[src/rtl/branch_predictor.sv]
// ---------------------------------------------------------------------------
// branch_predictor
//
// Next-PC predictor for the pipelined 16-bit datapath. A direct-mapped branch
// target buffer (BTB) supplies targets; a pattern history table (PHT) of 2-bit
// saturating counters supplies direction for conditional branches. The PHT is
// indexed by the low PC bits (bimodal, MODE = 0) or by the low PC bits XOR the
// global history register (gshare, MODE = 1).
//
// Ports
//   clk, reset         : clock, asynchronous active-high reset
//   if_pc, lookup_en   : fetch PC; lookup_en qualifies the hit statistic only
//   pred_hit           : BTB entry valid with matching tag
//   pred_taken         : predicted taken
//   pred_target        : predicted next PC (target or if_pc+1)
//   ghr                : current global history, carried down the pipe to ID
//   upd_*              : branch/jump resolution from ID (pc, kind, outcome,
//                        the prediction that was made and its ghr snapshot)
//   mispredict         : flush IF/ID and redirect fetch to redirect_pc
//   redirect_pc        : correct next PC of the resolving instruction
//   hit_count          : saturating count of advancing fetches that hit
//   mispredict_count   : saturating count of mispredicted resolutions
// ---------------------------------------------------------------------------
module branch_predictor #(
  parameter int WORD_SIZE  = 16,
  parameter int INDEX_BITS = 6,
  parameter int TAG_BITS   = WORD_SIZE - INDEX_BITS,
  parameter int MODE       = 0
) (
  input  logic                  clk,
  input  logic                  reset,

  input  logic [WORD_SIZE-1:0]  if_pc,
  input  logic                  lookup_en,
  output logic                  pred_hit,
  output logic                  pred_taken,
  output logic [WORD_SIZE-1:0]  pred_target,
  output logic [INDEX_BITS-1:0] ghr,

  input  logic                  upd_valid,
  input  logic [WORD_SIZE-1:0]  upd_pc,
  input  logic                  upd_is_branch,
  input  logic                  upd_taken,
  input  logic [WORD_SIZE-1:0]  upd_target,
  input  logic                  upd_pred_taken,
  input  logic [WORD_SIZE-1:0]  upd_pred_target,
  input  logic [INDEX_BITS-1:0] upd_ghr,

  output logic                  mispredict,
  output logic [WORD_SIZE-1:0]  redirect_pc,
  output logic [WORD_SIZE-1:0]  hit_count,
  output logic [WORD_SIZE-1:0]  mispredict_count
);

  localparam int ENTRIES = 1 << INDEX_BITS;
  localparam logic [WORD_SIZE-1:0] ONE_W = WORD_SIZE'(1);
  localparam logic [1:0] PHT_RESET = 2'b01;  // weakly not-taken

  // -------------------------------------------------------------------------
  // Helper functions
  // -------------------------------------------------------------------------

  // 2-bit saturating direction counter step.
  function automatic logic [1:0] pht_next(input logic [1:0] cnt, input logic taken);
    logic [1:0] res;
    res = cnt;
    if (taken) begin
      if (cnt != 2'b11) res = cnt + 2'd1;
    end else begin
      if (cnt != 2'b00) res = cnt - 2'd1;
    end
    return res;
  endfunction

  // Statistics counter that sticks at all-ones instead of wrapping.
  function automatic logic [WORD_SIZE-1:0] stat_next(input logic [WORD_SIZE-1:0] cnt,
                                                     input logic inc);
    logic [WORD_SIZE-1:0] res;
    res = cnt;
    if (inc && (cnt != {WORD_SIZE{1'b1}})) res = cnt + ONE_W;
    return res;
  endfunction

  // -------------------------------------------------------------------------
  // State
  // -------------------------------------------------------------------------
  logic [ENTRIES-1:0]    valid_q,  valid_d;
  logic [ENTRIES-1:0]    uncond_q, uncond_d;
  logic [1:0]            pht_q [ENTRIES];
  logic [1:0]            pht_d [ENTRIES];
  logic [INDEX_BITS-1:0] ghr_q,      ghr_d;
  logic [WORD_SIZE-1:0]  hit_cnt_q,  hit_cnt_d;
  logic [WORD_SIZE-1:0]  misp_cnt_q, misp_cnt_d;

  // Tag/target storage carries no reset: an entry is only observed through
  // its valid bit, which is cleared by reset.
  logic [TAG_BITS-1:0]   tag_q    [ENTRIES];
  logic [WORD_SIZE-1:0]  target_q [ENTRIES];

  // -------------------------------------------------------------------------
  // Lookup (IF, combinational)
  // -------------------------------------------------------------------------
  logic [INDEX_BITS-1:0] lk_idx;
  logic [INDEX_BITS-1:0] lk_pht_idx;
  logic [TAG_BITS-1:0]   lk_tag;

  assign lk_idx     = if_pc[INDEX_BITS-1:0];
  assign lk_tag     = if_pc[WORD_SIZE-1:INDEX_BITS];
  assign lk_pht_idx = (MODE == 1) ? (lk_idx ^ ghr_q) : lk_idx;

  // Jumps are always taken once the BTB knows them; branches ask the PHT.
  assign pred_hit    = valid_q[lk_idx] && (tag_q[lk_idx] == lk_tag);
  assign pred_taken  = pred_hit && (uncond_q[lk_idx] || pht_q[lk_pht_idx][1]);
  assign pred_target = pred_taken ? target_q[lk_idx] : (if_pc + ONE_W);
  assign ghr         = ghr_q;

  // -------------------------------------------------------------------------
  // Resolution (ID, combinational)
  // -------------------------------------------------------------------------
  // A target mismatch only matters when the instruction was actually taken.
  assign mispredict  = upd_valid &&
                       ((upd_pred_taken != upd_taken) ||
                        (upd_taken && (upd_pred_target != upd_target)));
  assign redirect_pc = (upd_valid && upd_taken) ? upd_target : (upd_pc + ONE_W);

  // -------------------------------------------------------------------------
  // Update next-state
  // -------------------------------------------------------------------------
  logic [INDEX_BITS-1:0] up_idx;
  logic [INDEX_BITS-1:0] up_pht_idx;
  logic [TAG_BITS-1:0]   up_tag;
  logic                  btb_we;
  logic                  pht_we;

  assign up_idx     = upd_pc[INDEX_BITS-1:0];
  assign up_tag     = upd_pc[WORD_SIZE-1:INDEX_BITS];
  // Train the counter that was consulted at fetch, i.e. with the fetch-time ghr.
  assign up_pht_idx = (MODE == 1) ? (up_idx ^ upd_ghr) : up_idx;

  // Only taken outcomes allocate; not-taken branches leave the BTB untouched.
  assign btb_we = upd_valid && upd_taken;
  assign pht_we = upd_valid && upd_is_branch;

  always_comb begin
    valid_d    = valid_q;
    uncond_d   = uncond_q;
    pht_d      = pht_q;
    ghr_d      = ghr_q;
    hit_cnt_d  = stat_next(hit_cnt_q, lookup_en && pred_hit);
    misp_cnt_d = stat_next(misp_cnt_q, mispredict);

    if (btb_we) begin
      valid_d[up_idx]  = 1'b1;
      uncond_d[up_idx] = !upd_is_branch;
    end

    if (pht_we) begin
      pht_d[up_pht_idx] = pht_next(pht_q[up_pht_idx], upd_taken);
      // Rebuilding from the fetch snapshot discards wrong-path history.
      ghr_d = {upd_ghr[INDEX_BITS-2:0], upd_taken};
    end
  end

  // -------------------------------------------------------------------------
  // Registers
  // -------------------------------------------------------------------------
  always_ff @(posedge clk or posedge reset) begin
    if (reset) begin
      valid_q    <= '0;
      uncond_q   <= '0;
      ghr_q      <= '0;
      hit_cnt_q  <= '0;
      misp_cnt_q <= '0;
      for (int k = 0; k < ENTRIES; k++) pht_q[k] <= PHT_RESET;
    end else begin
      valid_q    <= valid_d;
      uncond_q   <= uncond_d;
      ghr_q      <= ghr_d;
      hit_cnt_q  <= hit_cnt_d;
      misp_cnt_q <= misp_cnt_d;
      pht_q      <= pht_d;
    end
  end

  always_ff @(posedge clk) begin
    if (btb_we) begin
      tag_q[up_idx]    <= up_tag;
      target_q[up_idx] <= upd_target;
    end
  end

  assign hit_count        = hit_cnt_q;
  assign mispredict_count = misp_cnt_q;

endmodule

[config.mk]
export PLATFORM = sky130hd
export DESIGN_NAME = branch_predictor
export DESIGN_NICKNAME = d
export VERILOG_FILES = /design/src/rtl/branch_predictor.sv
export SDC_FILE = /design/constraint.sdc
export NUM_CORES = 2
export LEC_CHECK = 0
export CORE_UTILIZATION = 60
export CTS_BUF_LIST = sky130_fd_sc_hd__clkbuf_4
export DETAILED_ROUTE_END_ITERATION = 12
export DONT_BUFFER_PORTS = 1
export GPL_ROUTABILITY_DRIVEN = 0
export PLACE_DENSITY_LB_ADDON = 0.3
export SLEW_MARGIN = 20
export SYNTH_ARGS = -nofsm -noshare
export SYNTH_HDL_FRONTEND = slang
export SYNTH_SLANG_ARGS = --single-unit
[constraint.sdc]
create_clock -name clk -period 10 [get_ports clk]
set_input_delay 2.5 -clock clk [delete_from_list [all_inputs] [get_ports clk]]
set_output_delay 2.5 -clock clk [all_outputs]
set_load 0.005 [all_outputs]
---- Word level (Yosys, flattened, before mapping) ----
Memory sizes are Yosys's and may differ from the RTL's.
Cells that the tools add are included.
cells by class
  $add $sub $neg .......................... 6
  order comparisons ....................... 6
  equal/unequal tests ..................... 6
  multiplexer cells ....................... 24
  bitwise gates (word level) .............. 3
  reductions and logical operators ........ 15
operators by type and width
  operator                                              count
  bitwise mux 128 bit                                   1
  adder 16 x 1 -> 16 bit (second input constant)        4
  bitwise mux 64 bit                                    1
  bitwise OR 64 bit                                     1
  2-to-1 mux 16 bit                                     2
  != test 16 bit (second input constant)                2
  binary-select mux 2 bit (select 6 bit)                2
  2-to-1 mux 2 bit                                      9
  != test 16 bit                                        1
  >= comparator 7 bit (second input constant)           2
  < comparator 6 x 7 -> 1 bit (second input constant)   2
  NOT 6 -> 7 bit                                        2
  binary-select mux 1 bit (select 6 bit)                2
  demux 2 bit (select 6 bit)                            1
  logical AND 1 bit                                     11
  == test 10 bit                                        1
  < comparator 7 x 1 -> 1 bit (second input constant)   1
  demux 1 bit (select 6 bit)                            1
  >= comparator 6 x 1 -> 1 bit (second input constant)  1
  2-to-1 mux 1 bit                                      5
  adder 2 x 1 -> 2 bit (second input constant)          1
  logical OR 1 bit                                      2
  != test 2 bit (second input constant)                 1
  nonzero test 2 bit                                    1
  other kinds (3)                                       3
storage, ports and cells
  bits in registers ....................... 294
  RAM bits ................................ 1,664
  input bits .............................. 77
  output and inout port bits .............. 73
  logic and storage cells ................. 131
  memories ................................ 2
memories
  name      words  width  read ports  clocked after Yosys merged registers in  write ports  line  RTL
  target_q  64     16     1           0                                        1            98    logic [WORD_SIZE-1:0] target_q [ENTRIES];
  tag_q     64     10     1           0                                        1            97    logic [TAG_BITS-1:0] tag_q [ENTRIES];

---- Longest topological paths before layout ----
  word-level depth ........................ 9
  mapped depth ............................ 16
  mapped depth without buffers ............ 9

---- Least setup slack after synthesis ----
Ideal clock, no wire load.
  path kind ............................... input to output
  start ................................... input port if_pc[0]
  end ..................................... output port pred_target[0]
  data arrival time ....................... 5.722 ns
  data required time ...................... 7.500 ns
  slack ................................... 1.778 ns
  stages .................................. 10
  path buffers ............................ 6
  cell sequence ........................... buf_6 buf_6 buf_6 buf_4 clkbuf_1 buf_1 mux4_2 mux4_2 mux4_2 mux2_2
between the ends
  word-level cells in the longest chain between the ends .. 7
  elaborated cells on any way between the ends .. 16
  those cells by class .................... add/sub: 1; eq/ne: 1; mux: 8; bitwise: 1; reduce/logical: 3; memory: 2
RTL lines
  element                                                                       line  RTL
  from (decl)                                                                   33    input logic [WORD_SIZE-1:0] if_pc,
  parallel branches: the longest is 6 deep, another holds memory (64 x 10 bit)  -
  2-to-1 mux 16 bit (*)                                                         114   assign pred_target = pred_taken ? target_q[lk_idx] : (if_pc + ONE_W);
  to (decl)                                                                     37    output logic [WORD_SIZE-1:0] pred_target,
Mark *: on every way between the ends. The select of a mux whose other input is x is not followed.

---- Final worst setup path ----
Same ends and word-level chain as after synthesis.

==> metrics.cfg <==
[outcome]
outcome = complete, but fails checks
violations = max-slew violations

[global_routing]
grt_max_degree = 494
track_usage = 0.320
grt-ovfl-total = 0
antenna_found_initial = 14
grt_pass1_wl_um = 296000
grt_pass1_vias = 43332

[power]
switching_share = 0.219
pwr-share-seq = 0.559
power.switching_w = 0.00356
ir_worst_vdd_v = 0.000134
p_clk_frac = 0.393
power_density_nw_per_um2 = 188
power.leakage_nw = 29.4
pwr-share-comb = 0.048
power.internal_w = 0.0127

[yosys]
ys_types = 75
synth_edf_count = 1664
synth-main-ff-cell = edfxtp_1
postSynth.asyncResetShare = 0.150
syn_inst = 3962
yosys_warnings = 0
syn_nets = 4043
syn_area_sq_um = 78000
avgSynthCellArea_sq_um = 19.7
ys_seq_area_frac = 0.736
ys_seq_elements = 1958

[finish]
drive_gt1_frac = 0.354
fillCellCount = 8355
final-seq-area_sq_um = 57400
fin_area_sq_um = 86500
area_delta_synth_final_pct = 10.8
fin_nets = 4415
multi_input_area_sq_um = 20000

[sta]
setup_viol = 0
slew_headroom = -0.0120
finalClockSkew_ps = 73.9
hold_viol = 0
rsz0062_at_grt = false
max_freq_mhz = 102
maxSlewViolCount = 33
final.setup.tns_ps = 0
fin_hold_ws_ps = 466
fin_crit_sh = 0.979
min_period_ps = 9790
tightestPinTransition_ps = 1520

[setup_path]
cpMaxStageDelayCell = a2111oi_1
crit_family = buffers and inverters
cp.required_ps = 7500
crit_buf_inv = 3
critPathMaxStageDelay_ps = 830
cp-startpoint = if_pc[0]
worstSetupEndpointType = primary output
crit_arrival_ps = 7290
crit_chain = buf_16 > buf_16 > mux4_1 > mux2_2 > a2111oi_1 > a221o_1 > nor4_1 > nor3_2 > o211ai_2 > nor4_4 > buf_4 > mux2_2
worstSetupStartpointType = input port
crit_path_max_fanout = 100
regToRegStartpoint = tag_q[58][7]
critPathKind = input port to primary output

[route]
wl_per_cell_um = 32.3
via_per_inst = 6.67
drt-pass1-iter-count = 6
drt-initial-drc-count = 6394
finalWirelength_um = 208000
drc = 0
vias = 42958
ant_nets = 0

[floorplan]
core_area_sq_um = 128000
die_y_um = 363
die_width_um = 363
die-area_sq_um = 132000
row_count = 131
ios = 150
start_util = 0.608

[cts]
tritoncts = done
clock_latency_ps = 1350
path_clk_slew_ps = 60
numCtsBuffers = 479
cts_buffer_depth = 4
cts_hold_buf = 0
cts-root-buf = clkbuf_4
cts_sinks = 1958
htreeDepth = 5

[hold_path]
hp-class = flop to flop
hold_start = valid_q[62]

[placement]
dpl_cell_area_sq_um = 80400
io_buffers = 0
dp_hpwl_um = 112000

[flow_run]
drv_cap = 0

-- final timing paths --
kind | end | slack (ps) | cells past startpoint
worst max-delay path | pred_target[0] | 210 | 12
worst min-delay path | valid_q[62] | 470 | 1
worst max register to register | hit_count[1] | 6500 | 9
worst min register to register | valid_q[62] | 470 | 1
max in group asynchronous | pht_q[11] | 7190 | 3
min in group asynchronous | pht_q[31] | 1320 | 2
-- layout by cell type, fill, tap and decap left out, types with 38 or more instances in the layout --
cell      count
mux2i_1      89
dfrtp_1     230
xor2_1       38
edfxtp_1   1664
clkinv_1    117
clkbuf_4    702
mux4_2      462
or2_2        72
xnor2_1      44
nor2_4       63
dfstp_2      64
buf_4        93
nand2_1     117
nor2_1      204
mux2_2      144
a21oi_1     107
a22oi_1      65
-- final cells by class --
| class | instances | area share |
|---|---|---|
| timing repair buffer | 98 | 0.00955 |
| multi-input combinational | 1785 | 0.232 |
| clock inverter | 147 | 0.00805 |
| sequential | 1958 | 0.664 |
| tap | 1729 | 0.0250 |
| clock buffer | 702 | 0.0610 |
| inverter | 12 | 0.000622 |
| antenna | 9 | 0.000261 |
-- through the flow --
| step | setup WS, ps | util | cells | total power (W) |
|---|---|---|---|---|
| final | 208 | 0.674 | 6440 | 0.0163 |
| after floorplan | 1780 | - | 3962 | 0.00988 |
| after CTS | 1280 | 0.673 | 6427 | 0.0163 |
| after global routing | 26.8 | 0.674 | 6437 | 0.0168 |
| after detailed placement | 1280 | 0.626 | 5578 | 0.00999 |
| after global placement | 1180 | 0.626 | 5578 | 0.00997 |
-- cells in the mapped netlist (11+ instances only) --
| master | count | area share |
|---|---|---|
| a31oi_1 | 18 | 0.0014 |
| nand4_1 | 17 | 0.0014 |
| nor4_1 | 11 | 0.00088 |
| buf_6 | 19 | 0.0027 |
| dfstp_2 | 64 | 0.022 |
| o22ai_1 | 20 | 0.0016 |
| nor2_1 | 267 | 0.013 |
| mux4_2 | 462 | 0.13 |
| and3_1 | 16 | 0.0013 |
| a22oi_1 | 65 | 0.0063 |
| nor2b_1 | 13 | 0.0010 |
| mux2i_1 | 89 | 0.011 |
| mux2_2 | 144 | 0.021 |
| dfrtp_1 | 230 | 0.074 |
| xor2_1 | 38 | 0.0043 |
| nand2_1 | 117 | 0.0056 |
| or2_2 | 72 | 0.0058 |
| buf_1 | 24 | 0.0012 |
| buf_4 | 16 | 0.0015 |
| buf_2 | 45 | 0.0029 |
| nand3_1 | 35 | 0.0022 |
| mux4_1 | 12 | 0.0040 |
| a221oi_1 | 18 | 0.0020 |
| edfxtp_1 | 1664 | 0.64 |
| o21ai_0 | 24 | 0.0015 |
| a22o_1 | 21 | 0.0024 |
| inv_1 | 11 | 0.00053 |
| clkbuf_1 | 101 | 0.0049 |
| xnor2_1 | 44 | 0.0049 |
| a21oi_1 | 107 | 0.0069 |
| nor3_1 | 36 | 0.0023 |
-- state kept, by name (all words and copies together), names as in the netlist --
signal and count:
uncond_q 64, mispredict_count 16, valid_q 64, hit_count 16
ghr 6, pht_q 128, tag_q 640, target_q 1024
-- per-layer routing --
layer / global-route usage / up-vias / routed length (um)
met3: 0.0817 / 477 / 26200
met5: 0.00370 / - / 113
met2: 0.490 / 3100 / 97500
li1: - / 17230 / -
met1: 0.445 / 22143 / 76300
met4: 0.134 / 8 / 8080
-- cell families after synthesis --
family                   share of synthesized area
flip-flops                                   0.736
XOR/XNOR                                   0.00920
AO/OA/AOI/OAI                               0.0292
buffers and inverters                       0.0143
adder cells (fa/ha/maj)                   0.000898
AND/OR/NAND/NOR                             0.0393
multiplexers                                 0.171
-- timing repair --
item                                    4_1_cts  5_1_grt
endpoints found under the setup margin        0       17
buffers inserted                              0        0
gates resized for setup                       0        1
-- worst reg2reg max path, cell delays in order, from the launching register on --
cell	delay [ps]
edfxtp_1	360
mux4_1	490
mux2_2	290
a2111oi_1	830
a221o_1	250
o31a_1	230
nor3_1	70
o2111ai_1	140
buf_4	280
mux2_2	370
-- power by group through the flow --
stage / combinational, W / sequential, W / clock (W)
floorplan: 0.000636 / 0.00924 / 0
global placement: 0.000712 / 0.00925 / 0
detailed placement: 0.000729 / 0.00926 / 0
CTS: 0.000732 / 0.00909 / 0.00648
global route: 0.000831 / 0.00910 / 0.00686
finish: 0.000788 / 0.00909 / 0.00639
No activity file was read; power rests on OpenSTA's default activity.
